File: config.mk
export PLATFORM = sky130hd
export DESIGN_NAME = m68k_irq_ctrl
export DESIGN_NICKNAME = d
export VERILOG_FILES = /design/src/rtl/m68k_irq_pkg.sv /design/src/rtl/irq_src_sync.sv /design/src/rtl/m68k_irq_ctrl.sv
export SDC_FILE = /design/constraint.sdc
export NUM_CORES = 1
export LEC_CHECK = 0
export CORE_MARGIN = 10
export CORE_UTILIZATION = 24
export CTS_CLUSTER_DIAMETER = 60
export CTS_CLUSTER_SIZE = 24
export DETAILED_ROUTE_END_ITERATION = 10
export GPL_TIMING_DRIVEN = 1
export SLEW_MARGIN = 20
export SYNTH_ARGS = -nofsm -noshare
export SYNTH_HDL_FRONTEND = slang
export SYNTH_SLANG_ARGS = --single-unit
File: constraint.sdc
create_clock -name clk -period 14.67 [get_ports clk]
set_input_delay 2.934 -clock clk [delete_from_list [all_inputs] [get_ports clk]]
set_output_delay 2.934 -clock clk [all_outputs]
set_load 0.01 [all_outputs]
File: src/rtl/m68k_irq_pkg.sv
// Shared constants and types for the 68000 interrupt controller.
package m68k_irq_pkg;

  // Word addresses of the register window
  localparam logic [2:0] IRQ_PENDING  = 3'd0;
  localparam logic [2:0] IRQ_ENABLE   = 3'd1;
  localparam logic [2:0] IRQ_MODE     = 3'd2;
  localparam logic [2:0] IRQ_POLARITY = 3'd3;
  localparam logic [2:0] IRQ_LEVEL0   = 3'd4;

  // Active-low IPL encoding meaning "no interrupt requested"
  localparam logic [2:0] IPL_NONE = 3'b111;

  // Function code driven by the 68000 during an interrupt acknowledge cycle
  localparam logic [2:0] FC_IACK = 3'b111;

  typedef enum logic [1:0] {
    ACK_IDLE = 2'd0,
    ACK_ACK  = 2'd1,
    ACK_WAIT = 2'd2
  } ack_state_e;

endpackage

File: src/rtl/irq_src_sync.sv
// Per-source input conditioning: synchroniser, one-cycle history, and the
// edge / level detection relative to the programmed polarity.
module irq_src_sync #(
  parameter int SYNC_STAGES = 2
) (
  input  logic clk,
  input  logic reset,
  input  logic src_i,
  input  logic polarity_i,
  output logic edge_o,
  output logic level_o
);

  logic [SYNC_STAGES-1:0] sync_q;
  logic                   s_prev_q;
  logic                   s;

  assign s = sync_q[SYNC_STAGES-1];

  // Shift the raw input through the synchroniser and keep one cycle of history
  always_ff @(posedge clk) begin
    if (reset) begin
      sync_q   <= '0;
      s_prev_q <= 1'b0;
    end else begin
      sync_q[0] <= src_i;
      for (int k = 1; k < SYNC_STAGES; k++) begin
        sync_q[k] <= sync_q[k-1];
      end
      s_prev_q <= s;
    end
  end

  // Edges are taken on the raw synchronised value so that flipping the
  // polarity register never looks like an edge.
  always_comb begin
    edge_o  = polarity_i ? (s_prev_q & ~s) : (~s_prev_q & s);
    level_o = s ^ polarity_i;
  end

endmodule

File: src/rtl/m68k_irq_ctrl.sv
// Prioritising interrupt controller for the fx68k system: register window,
// per-source pending logic, IPL encoding and autovector acknowledge handling.
//
//   state    | meaning
//   ACK_IDLE | normal operation, ipl_n follows the highest eligible level
//   ACK_ACK  | single cycle in which the acknowledge result is presented
//   ACK_WAIT | waiting for the CPU to release AS, ipl_n held inactive
module m68k_irq_ctrl
  import m68k_irq_pkg::*;
#(
  parameter int NUM_SRC     = 8,
  parameter int SYNC_STAGES = 2
) (
  input  logic               clk,
  input  logic               reset,
  input  logic [NUM_SRC-1:0] src,
  input  logic               cs,
  input  logic [1:0]         wr,
  input  logic [2:0]         address,
  input  logic [15:0]        din,
  output logic [15:0]        dout,
  input  logic [2:0]         cpu_fc,
  input  logic               cpu_as_n,
  input  logic [2:0]         iack_level,
  output logic [2:0]         ipl_n,
  output logic               ack_valid,
  output logic               ack_hit,
  output logic [3:0]         ack_src
);

  localparam int PRIME_W = $clog2(SYNC_STAGES + 2);
  localparam logic [PRIME_W-1:0] PRIME_INIT = PRIME_W'(SYNC_STAGES + 1);

  logic [NUM_SRC-1:0] pending_q, pending_d;
  logic [NUM_SRC-1:0] enable_q, enable_d;
  logic [NUM_SRC-1:0] mode_q, mode_d;
  logic [NUM_SRC-1:0] polarity_q, polarity_d;
  logic [2:0]         level_q [NUM_SRC];
  logic [2:0]         level_d [NUM_SRC];

  logic [PRIME_W-1:0] prime_q, prime_d;
  logic               priming;

  ack_state_e         state_q, state_d;
  logic [2:0]         ipl_n_q, ipl_n_d;
  logic               ack_valid_q, ack_valid_d;
  logic               ack_hit_q, ack_hit_d;
  logic [3:0]         ack_src_q, ack_src_d;

  logic [NUM_SRC-1:0] edge_ev;
  logic [NUM_SRC-1:0] level_act;
  logic [NUM_SRC-1:0] eligible;
  logic [15:0]        wmask16;
  logic               ack_start;
  logic [2:0]         target;
  logic               hit;
  logic [3:0]         hit_idx;

  logic [15:0]        pend16, en16, mode16, pol16;
  logic [15:0]        lvl16 [4];

  // din bits beyond the implemented sources are simply not stored
  logic               unused_din;
  assign unused_din = ^din;

  for (genvar g = 0; g < NUM_SRC; g++) begin : g_src
    irq_src_sync #(
      .SYNC_STAGES(SYNC_STAGES)
    ) u_sync (
      .clk        (clk),
      .reset      (reset),
      .src_i      (src[g]),
      .polarity_i (polarity_q[g]),
      .edge_o     (edge_ev[g]),
      .level_o    (level_act[g])
    );
  end

  assign wmask16   = {{8{cs & wr[1]}}, {8{cs & wr[0]}}};
  assign priming   = (prime_q != '0);
  assign ack_start = (state_q == ACK_IDLE) && (cpu_fc == FC_IACK) && !cpu_as_n;

  // Eligibility, highest requested level and the acknowledge match search
  always_comb begin
    eligible = '0;
    target   = 3'd0;
    hit      = 1'b0;
    hit_idx  = 4'd0;
    for (int i = 0; i < NUM_SRC; i++) begin
      eligible[i] = pending_q[i] & enable_q[i] & (level_q[i] != 3'd0);
      if (eligible[i] && (level_q[i] > target)) begin
        target = level_q[i];
      end
    end
    // walk downwards so the lowest matching index is the one left standing
    for (int i = NUM_SRC - 1; i >= 0; i--) begin
      if (eligible[i] && (level_q[i] == iack_level)) begin
        hit     = 1'b1;
        hit_idx = 4'(i);
      end
    end
  end

  // Register writes and pending update; a fresh edge beats any clear
  always_comb begin
    enable_d   = enable_q;
    mode_d     = mode_q;
    polarity_d = polarity_q;
    pending_d  = pending_q;
    for (int i = 0; i < NUM_SRC; i++) begin
      level_d[i] = level_q[i];
    end
    for (int i = 0; i < NUM_SRC; i++) begin
      if (wmask16[i]) begin
        if (address == IRQ_ENABLE)   enable_d[i]   = din[i];
        if (address == IRQ_MODE)     mode_d[i]     = din[i];
        if (address == IRQ_POLARITY) polarity_d[i] = din[i];
      end
      if ((address == IRQ_LEVEL0 + 3'(i / 4)) && wmask16[(i % 4) * 4]) begin
        level_d[i] = din[(i % 4) * 4 +: 3];
      end
      if (mode_q[i]) begin
        pending_d[i] = (edge_ev[i] & ~priming)
                     | (pending_q[i]
                        & ~((address == IRQ_PENDING) & wmask16[i] & din[i])
                        & ~(ack_start & hit & (hit_idx == 4'(i))));
      end else begin
        pending_d[i] = level_act[i];
      end
    end
  end

  // Acknowledge sequencing and the registered CPU-facing outputs
  always_comb begin
    state_d = state_q;
    unique case (state_q)
      ACK_IDLE: if (ack_start) state_d = ACK_ACK;
      ACK_ACK:  state_d = ACK_WAIT;
      ACK_WAIT: if (cpu_as_n) state_d = ACK_IDLE;
      default:  state_d = ACK_IDLE;
    endcase
    ipl_n_d     = (state_d == ACK_IDLE) ? ~target : IPL_NONE;
    ack_valid_d = ack_start;
    ack_hit_d   = ack_start & hit;
    ack_src_d   = (ack_start & hit) ? hit_idx : ack_src_q;
    prime_d     = priming ? (prime_q - 1'b1) : prime_q;
  end

  // State registers
  always_ff @(posedge clk) begin
    if (reset) begin
      pending_q   <= '0;
      enable_q    <= '0;
      mode_q      <= '0;
      polarity_q  <= '0;
      for (int i = 0; i < NUM_SRC; i++) begin
        level_q[i] <= 3'd0;
      end
      prime_q     <= PRIME_INIT;
      state_q     <= ACK_IDLE;
      ipl_n_q     <= IPL_NONE;
      ack_valid_q <= 1'b0;
      ack_hit_q   <= 1'b0;
      ack_src_q   <= 4'd0;
    end else begin
      pending_q   <= pending_d;
      enable_q    <= enable_d;
      mode_q      <= mode_d;
      polarity_q  <= polarity_d;
      for (int i = 0; i < NUM_SRC; i++) begin
        level_q[i] <= level_d[i];
      end
      prime_q     <= prime_d;
      state_q     <= state_d;
      ipl_n_q     <= ipl_n_d;
      ack_valid_q <= ack_valid_d;
      ack_hit_q   <= ack_hit_d;
      ack_src_q   <= ack_src_d;
    end
  end

  // Readback vectors: unimplemented sources and unused LEVEL bits read 0
  always_comb begin
    pend16 = '0;
    en16   = '0;
    mode16 = '0;
    pol16  = '0;
    for (int w = 0; w < 4; w++) begin
      lvl16[w] = '0;
    end
    for (int i = 0; i < NUM_SRC; i++) begin
      pend16[i] = pending_q[i];
      en16[i]   = enable_q[i];
      mode16[i] = mode_q[i];
      pol16[i]  = polarity_q[i];
      lvl16[i / 4][(i % 4) * 4 +: 3] = level_q[i];
    end
  end

  // Combinational read mux
  always_comb begin
    dout = '0;
    unique case (address)
      IRQ_PENDING:  dout = pend16;
      IRQ_ENABLE:   dout = en16;
      IRQ_MODE:     dout = mode16;
      IRQ_POLARITY: dout = pol16;
      default:      dout = lvl16[address[1:0]];
    endcase
  end

  assign ipl_n     = ipl_n_q;
  assign ack_valid = ack_valid_q;
  assign ack_hit   = ack_hit_q;
  assign ack_src   = ack_src_q;

endmodule
==> metrics.txt, run 1 <==
outcome finished, final reports clean; vias in the first global route 4101; Post-Place Cell Area 0.00602 mm²; FF+latch count, synth 92; Filler cells 2239; Setup CP Type register to register; clk sinks 92; Tmin final 10.58 ns; clock latency on the worst-skew pair 0.35 ns; Slew @ Worst Pin 0.972 ns; crit-path max cell delay 0.70 ns; die extent in y 168 µm; Initial Util 24.6%; Remaining DRCs 0; Max transition margin 34.7%; Power, Total 555 µW; PortBufs 58; top cells by area, synth dfxtp_1 35%, mux2i_1 15%, nor2_1 6.4%, nor2b_1 3.5%, ha_1 3.4%; Slew Limit Fails 0; Num CTS Buffers 9; clk root buf clkbuf_16; DR vias/cell 4.64; GPL Wtd Cong 0.864; GRT Total Usage 10.1%; max-cap violations 0; Yosys warning count 0; PD cells 87.7 mW/mm²; clk_skew 0.00802 ns; Top delay family on crit path compound AO/OA/AOI/OAI gates; Max H-tree Level 3; post-synthesis cell count 601; DRT antenna net count 0; initial antenna violation count 0; worst path bufs/invs 2; post-route cell area 0.00633 mm²; DR iter-0 viols 262; Synth area leader dfxtp_1; Detailed Place HPWL 10600 µm; Tcrit/Tclk final 72.1%; Post-CTS Hold Buffers 0; post-synth cell types 61; most frequent cells in the layout 92 x dfxtp_1, 89 x nor2_1, 76 x mux2i_1; DR pass1 iterations 4; final hold vios 0; CTS max path bufs 2; Setup crit start kind register; RSZ-0062 raised after global routing no; core footprint 0.0212 mm²; Max VDD drop 0.0522 mV; total die area 0.0281 mm²; Worst Setup End Kind register; post-CTS setup buffers 0; Setup TNS Final 0 ns; GR Overflow Total 0; Reg2Reg Setup Slack 4.09 ns; post-synth top area share 35.2%; Final setup viols 0; Area Growth Syn to Fin 21.1%; share of synthesized flip-flops with an asynchronous set or reset 0%; syn avg cell area 8.70 µm²; Top FF cell, synth dfxtp_1; share of cells above drive strength 1 7.28%; critical path's slowest cell a311oi_1; global-route wire length before repair 23000 µm; largest net degree at the start of global routing 92; vias post-DR 4275; Max Clk Rate 94.6 MHz; Post-synth EDFFs 0; IO Pins 64; final WL 14200 µm; Critical Path AT 10.79 ns; Seq/Total Area, Yosys 35.2%; Clk pin slew, worst setup/hold paths 0.07 ns; worst-path maximum fanout 6; Hold Path Class register to register; most used cell, CP ha_1; most common cell after layout, fill and taps aside dfxtp_1; number of gates resized after cts 0; ant diodes 0; TritonCTS clock tree yes; FP Rows 53; Mapped Area 0.00523 mm²; die width 168 µm; Leak 2.41 nW; final net count 694; DR WL/cell 15.5 µm; worst endpoint required time 14.88 ns
where the power goes:
| part | switching [mW] | total [mW] | internal (mW) |
|---|---|---|---|
| Clock | 0.106 | 0.244 | 0.139 |
| Sequential | 0.00576 | 0.262 | 0.256 |
| Combinational | 0.0256 | 0.0492 | 0.0236 |
| Total | 0.137 | 0.555 | 0.418 |
cell usage after synthesis, types with 3 or more instances:
library cell  number
a31oi_1            7
nor2_1            89
nand2_1           42
a21o_1             5
a311oi_1           3
nand3_1            8
a221o_1            4
nand2b_1          14
or3b_2             3
nor3_1             6
nor3b_1            4
or2_2              3
nand4_1            3
clkbuf_1          25
and3_1             4
o221ai_1           6
mux2i_1           76
buf_4              3
mux2_2             9
nor2b_1           29
a21oi_1           26
xor2_1            17
o2111ai_1          3
o21ai_0           14
o311ai_0           4
o21a_1             4
ha_1              14
maj3_1             3
xnor2_1            9
inv_1             17
o311a_1            3
a211oi_1           6
dfxtp_1           92
and2_1             7
state kept, by name (all words and copies together), names as in the netlist:
signal and cells:
polarity_q 8, ipl_n 3, mode_q 8, level_q 24, prime_q 2, ack_src 3
ack_hit 1, pending_q 8, g_src.u_sync.sync_q 16, g_src.u_sync.s_prev_q 8, state_q 2, enable_q 8
ack_valid 1
path summary, 6_finish.rpt:
path,start,endpoint,cells after the start
worst min-delay path,g_src[0].u_sync.sync_q[0],g_src[0].u_sync.sync_q[1],1
worst min register to register,g_src[0].u_sync.sync_q[0],g_src[0].u_sync.sync_q[1],1
worst max-delay path,pending_q[0],ipl_n[2],48
worst max register to register,pending_q[0],ipl_n[2],48
per-stage QoR:
step / hold WS (ns) / util [%] / instances / worst slack, ns
6_report: 0.434 / 29.8 / 921 / 4.09
5_1_grt: 0.459 / 29.8 / 921 / 3.14
4_1_cts: 0.437 / 29.8 / 921 / 4.13
3_5_place_dp: 0.420 / 28.4 / 905 / 4.15
3_3_place_gp: 0.419 / 28.4 / 905 / 4.25
2_1_floorplan: 0.414 / - / 603 / 5.20
layer usage:
| layer | track usage (%) | wire length (µm) | up-vias | share of wire (%) |
|---|---|---|---|---|
| li1 | - | - | 2184 | - |
| met1 | 13.4 | 6680 | 1970 | 47 |
| met2 | 15.8 | 6430 | 110 | 45 |
| met3 | 3.02 | 1010 | 11 | 7.1 |
| met4 | 2.31 | 129 | 0 | 0.91 |
| met5 | 0 | 0 | - | 0 |
kinds of logic after synthesis:
logic type / count (synthesis) / share of synthesized area (%)
other cells: 1 / 0.0718
compound gates: 100 / 13.3
simple gates: 223 / 20.6
mux: 89 / 17.9
flops: 92 / 35.2
xor+xnor: 26 / 4.36
buf+inv: 51 / 4.07
fa+ha+maj: 19 / 4.36
cell type report:
| cell class | instances | area (µm²) | area share, % |
|---|---|---|---|
| clock buffer | 10 | 239 | 3.78 |
| clock inverter | 6 | 71.3 | 1.13 |
| inverter | 18 | 67.6 | 1.07 |
| sequential | 92 | 1840 | 29.1 |
| tap | 275 | 344 | 5.44 |
| timing repair buffer | 60 | 586 | 9.25 |
| multi-input combinational | 460 | 3180 | 50.2 |
worst register-to-register path, delay by kind of cell, from the launching register on:
kind,cells,cell delay (ns)
flip-flops,1,0.47
adder cells (fa/ha/maj),9,2.61
multiplexers,4,1.40
AND/OR/NAND/NOR,13,1.99
AO/OA/AOI/OAI,20,3.88
buffers and inverters,2,0.10
(Power assumes the default switching activity.)
==> inputs of run 2 (changes only) <==
==> constraint.sdc (replaced) <==
create_clock -name clk -period 8.8 [get_ports clk]
set_input_delay 1.76 -clock clk [delete_from_list [all_inputs] [get_ports clk]]
set_output_delay 1.76 -clock clk [all_outputs]
set_load 0.01 [all_outputs]
==> run 2 against run 1 <==
- the flow now finishes with violations (negative setup slack)
- total power up 70%
- critical path depth fell by 1
- first-iteration DRC count is 12% higher
- clock power increased by 73%
- final cell count up 6.4%
==> metrics.txt, run 2 (synthesis gave the netlist of run 1 again) <==
outcome complete, but fails checks; failing checks negative setup slack; clk_skew 0.00929 ns; Critical Path AT 9.27 ns; final net count 753; post-route cell area 0.00703 mm²; initial antenna violation count 0; Max H-tree Level 3; vias post-DR 4591; Setup crit start kind register; GRT Total Usage 10.8%; CTS max path bufs 2; Post-CTS Hold Buffers 0; DR pass1 iterations 4; Tmin final 9.03 ns; clk root buf clkbuf_16; Final setup viols 3; core footprint 0.0212 mm²; ant diodes 0; RSZ-0062 raised after global routing yes; die width 168 µm; Max Clk Rate 111 MHz; Clk pin slew, worst setup/hold paths 0.07 ns; met2 GRT Util 18.3%; # placed instances 937; largest net degree at the start of global routing 92; Leak 2.74 nW; biggest regs level_q: 24 flops, g_src.u_sync.sync_q: 16 flops; Tcrit/Tclk final 103%; Top Usage Layer GRT met2; DR vias/cell 4.68; Slew Limit Fails 0; DR WL/cell 15.8 µm; Num CTS Buffers 9; Max transition margin 31.6%; crit-path max cell delay 0.45 ns; most used cell, CP ha_4; vias in the first global route 4575; total die area 0.0281 mm²; critical path's slowest cell a311oi_4; clk sinks 92; Setup TNS Final -0.647 ns; Remaining DRCs 0; Slew @ Worst Pin 1.03 ns; most common cell after layout, fill and taps aside dfxtp_1; IO Pins 64; global-route wire length before repair 24800 µm; Detailed Place HPWL 11100 µm; PortBufs 58; Hold Path Class register to register; TritonCTS clock tree yes; fin cells 980; GPL Wtd Cong 0.809; worst endpoint required time 9.04 ns; Area Growth Syn to Fin 34.5%; final hold vios 0; FP Rows 53; Reg2Reg Setup Slack -0.23 ns; met3 usage 2.65%; Setup CP Type register to register; worst path bufs/invs 3; final worst slack -0.229 ns; clock latency on the worst-skew pair 0.35 ns; die extent in y 168 µm; PD cells 135 mW/mm²; Worst Setup End Kind register; Post-Place Cell Area 0.00633 mm²; DR iter-0 viols 294; most frequent cells in the layout 89 x dfxtp_1, 84 x nor2_1, 76 x mux2i_1; met1 usage 13.4%; share of cells above drive strength 1 20.6%; worst slack at placement -0.552 ns; worst-path maximum fanout 6; Top delay family on crit path compound AO/OA/AOI/OAI gates; Biggest register level_q; Initial Util 24.6%; max reg flops 24; Max VDD drop 0.0931 mV; GR Overflow Total 0; max-cap violations 0; final WL 15500 µm; DRT antenna net count 0
run 2: layout make-up:
| class | instances | area [µm²] |
|---|---|---|
| Multi-Input combinational cell | 460 | 3420 |
| Clock inverter | 5 | 82.6 |
| Timing Repair Buffer | 119 | 1030 |
| Clock buffer | 11 | 233 |
| Fill cell | 2217 | 14200 |
| Tap cell | 275 | 344 |
| Sequential cell | 92 | 1850 |
| Inverter | 18 | 67.6 |
run 2: worst register-to-register path: cells and delay by family (launching register included):
kind / cells / cell delay, ns
AOI/OAI and AO/OA: 19 / 3.35
adders and majority gates: 9 / 2.44
muxes: 4 / 1.30
and+or+nand+nor: 12 / 1.02
buffers and inverters: 3 / 0.42
DFF: 1 / 0.39
run 2: timing repair:
| item | 4_1_cts | 5_1_grt |
|---|---|---|
| resized for setup | 28 | 10 |
| pin swaps | 36 | 0 |
| buffers inserted | 26 | 3 |
| endpoints found under the setup margin | 3 | 3 |
run 2: final timing paths:
kind         cells after the start                       from                         to
max                             47               pending_q[0]                   ipl_n[0]
min                              1  g_src[3].u_sync.sync_q[0]  g_src[3].u_sync.sync_q[1]
max reg2reg                     47               pending_q[0]                   ipl_n[0]
min reg2reg                      1  g_src[3].u_sync.sync_q[0]  g_src[3].u_sync.sync_q[1]
run 2: through the flow:
stage	utilization (%)	hold WS (ns)	total power [mW]
2_1_floorplan	-	0.414	0.494
3_3_place_gp	29.8	0.417	0.530
3_5_place_dp	29.8	0.425	0.531
4_1_cts	32.8	0.440	0.956
5_1_grt	33.1	0.464	0.982
6_report	33.1	0.437	0.946
run 2: per-layer routing:
metal / up-vias / share of wire [%]
li1: 2310 / -
met1: 2162 / 46
met2: 100 / 48
met3: 19 / 4.6
met4: 0 / 1.1
met5: - / 0
run 2: power by group:
group	switching, mW	leakage (nW)	total, mW	internal, mW
clock	0.170	0.156	0.421	0.251
sequential	0.00926	0.750	0.436	0.427
combinational	0.0456	1.84	0.0889	0.0433
==> inputs of run 3 (changes only) <==
--- a/config.mk
+++ b/config.mk
@@ -14,4 +14,5 @@
 export SLEW_MARGIN = 20
 export SYNTH_ARGS = -nofsm -noshare
 export SYNTH_HDL_FRONTEND = slang
+export SYNTH_HIERARCHICAL = 1
 export SYNTH_SLANG_ARGS = --single-unit
==> run 3 against run 2 <==
- the run now ends clean
- via count fell by 1.3%
- sequential share of layout area rose by 0.58 points
- clock-buffer cell count rose by 2
- synthesized area rose by 1.3%
- highest routed layer unchanged
==> metrics.txt, run 3 <==
outcome finished, final reports clean; Post-synth EDFFs 0; Leak 2.50 nW; die width 169 µm; combinational share of power 9.7%; Max Clk Rate 119 MHz; share of synthesized flip-flops with an asynchronous set or reset 0%; worst endpoint required time 9.03 ns; Tmin final 8.40 ns; Slew Limit Fails 0; largest net degree at the start of global routing 92; clk sinks 92; most common cell after layout, fill and taps aside dfxtp_1; Filler cells 2304; reg2reg end ipl_n[0]; DR WL/cell 15.8 µm; worst-path maximum fanout 5; critical path's slowest cell dfxtp_4; clk_skew 0.00861 ns; Max H-tree Level 3; FF+latch count, synth 92; Top FF cell, synth dfxtp_1; Tcrit/Tclk final 95.5%; GRT Total Usage 10.4%; syn avg cell area 8.87 µm²; GR Overflow Total 0; TritonCTS clock tree yes; Clk pwr share 41.3%; Synth Area in Compound Gates 15.3%; Clk pin slew, worst setup/hold paths 0.07 ns; vias in the first global route 4494; Max transition margin 26.3%; Synth Area in XOR/XNOR 5.29%; max-cap violations 0; Seq/Total Area, Yosys 34.8%; initial antenna violation count 0; Adder-Cell Fraction of Synth Area 3.50%; Reg2Reg Setup Slack 0.40 ns; Slew @ Worst Pin 1.10 ns; total die area 0.0284 mm²; post-synthesis cell count 597; Setup crit start kind register; post-synth top area share 34.8%; worst r2r src pending_q[0]; Synth area leader dfxtp_1; max reg flops 24; DRT antenna net count 0; worst min-delay path startpoint g_src[6].u_sync/sync_q[0]; worst hold stages 1; crit-path max cell delay 0.40 ns; clk root buf clkbuf_16; Synth Area in Simple Gates 21.2%; most frequent cells in the layout 90 x dfxtp_1, 88 x nor2_1, 63 x mux2i_1; Internal 673 µW; Post-CTS Hold Buffers 0; share of cells above drive strength 1 15.2%; Max VDD drop 0.0835 mV; Net Sw Power 218 µW; Area Growth Syn to Fin 29.6%; Hold Path Class register to register; IO Pins 64; Remaining DRCs 0; core footprint 0.0218 mm²; Num CTS Buffers 9; vias post-DR 4530; FP Rows 54; CTS max path bufs 2; DR pass1 iterations 4; PortBufs 58; clock latency on the worst-skew pair 0.35 ns; biggest regs level_q: 24 flops, g_src.u_sync/sync_q: 16 flops; commonest cells in the netlist 92 x dfxtp_1, 91 x nor2_1, 63 x mux2i_1; final hold vios 0; die extent in y 169 µm; Fin Hold WS 0.434 ns; Worst Setup End Kind register; worst reg-to-reg path cell count 45; DR vias/cell 4.73; most frequent cell after synthesis dfxtp_1; final net count 727; mux contribution to synthesized area 16.0%; PD cells 130 mW/mm²; ant diodes 0; Seq pwr share 49.0%; final core occ 31.5%; Detailed Place HPWL 11200 µm; top cells by area, synth dfxtp_1 35%, mux2i_1 12%, nor2_1 6.5%, xor2_1 4.0%, nor2b_1 3.9%; Hold Path End g_src[6].u_sync/sync_q[1]; Yosys warning count 6; Setup CP Type register to register; Critical Path AT 8.63 ns; final WL 15100 µm; switching share of power 24.4%; largest family of logic cells by synthesized area simple AND/OR/NAND/NOR gates; Mapped Area 0.00530 mm²; Final setup viols 0; Biggest register level_q; post-synth cell types 70; DR iter-0 viols 325; global-route wire length before repair 24100 µm; Initial Util 24.3%; GPL Wtd Cong 0.842
run 3: cell count changes after synthesis, sizes merged, moves of 7 or more:
cell / previous run / this run
a21oi: 26 / 15
mux2i: 76 / 63
o22ai: 2 / 14
xor2: 17 / 24
mux2: 11 / 3
run 3: power by group through the flow:
stage               Clock [mW]  Combinational (mW)  Sequential (mW)
floorplan                    0              0.0505            0.443
global placement             0              0.0841            0.446
detailed placement           0              0.0851            0.446
CTS                      0.377              0.0857            0.437
global route             0.392              0.0952            0.438
finish                   0.368              0.0862            0.437
run 3: area by class of cell:
| type | instances | area, µm² | share of cell area [%] |
|---|---|---|---|
| clock buffers | 13 | 260 | 3.79 |
| clock inverters | 2 | 10.0 | 0.146 |
| inverters | 24 | 90.1 | 1.31 |
| multi-input cells | 456 | 3470 | 50.6 |
| flip-flops and latches | 92 | 1850 | 26.9 |
| well taps | 280 | 350 | 5.10 |
| repair buffers | 91 | 831 | 12.1 |
run 3: worst max-delay path by stage:
stage	start	to	slack, ns	cells after the start
floorplan	enable_q[0]	ipl_n[0]	0.03	44
global placement	pending_q[0]	ipl_n[2]	-0.07	44
detailed placement	pending_q[0]	ipl_n[2]	-0.18	44
CTS	pending_q[0]	ipl_n[2]	0.01	46
global route	pending_q[0]	ipl_n[0]	-0.12	45
finish	pending_q[0]	ipl_n[0]	0.40	45
run 3: through the flow:
stage	setup slack, ns	std cells	instance area [µm²]	power [mW]	setup TNS, ns
floorplan	0.0284	599	5310	0.493	0
global placement	-0.0702	938	6340	0.530	-0.143
detailed placement	-0.179	938	6340	0.531	-0.467
CTS	0.0141	953	6620	0.899	0
global route	-0.116	958	6860	0.925	-0.184
finish	0.399	958	6860	0.891	0
run 3: critical path: cells and delay by family (launching register included):
family / cells / cell delay, ns
AOI/OAI and AO/OA: 19 / 3.21
adders and majority gates: 8 / 2.08
and+or+nand+nor: 13 / 1.80
muxes: 2 / 0.54
DFF: 1 / 0.40
buffers and inverters: 3 / 0.24
run 3: timing repair:
item	4_1_cts	5_1_grt
endpoints found under the setup margin	3	3
setup buffers	0	5
pin swaps	2	32
resized for setup	6	37
run 3: routing by layer:
metal  wire length, µm  track usage, %  share of wire [%]  vias up
met5                 0               0                  0        -
met4               296            4.05                2.0        0
met3               632            2.04                4.2       23
met2              6830            15.9                 45       89
met1              7370            14.0                 49     2150
li1                  -               -                  -     2268
run 3: logic make-up after synthesis:
group	count (synthesis)
buffers and inverters	51
other	1
AND/OR/NAND/NOR	229
multiplexers	74
flip-flops	92
XOR/XNOR	32
AO/OA/AOI/OAI	103
adder cells (fa/ha/maj)	15
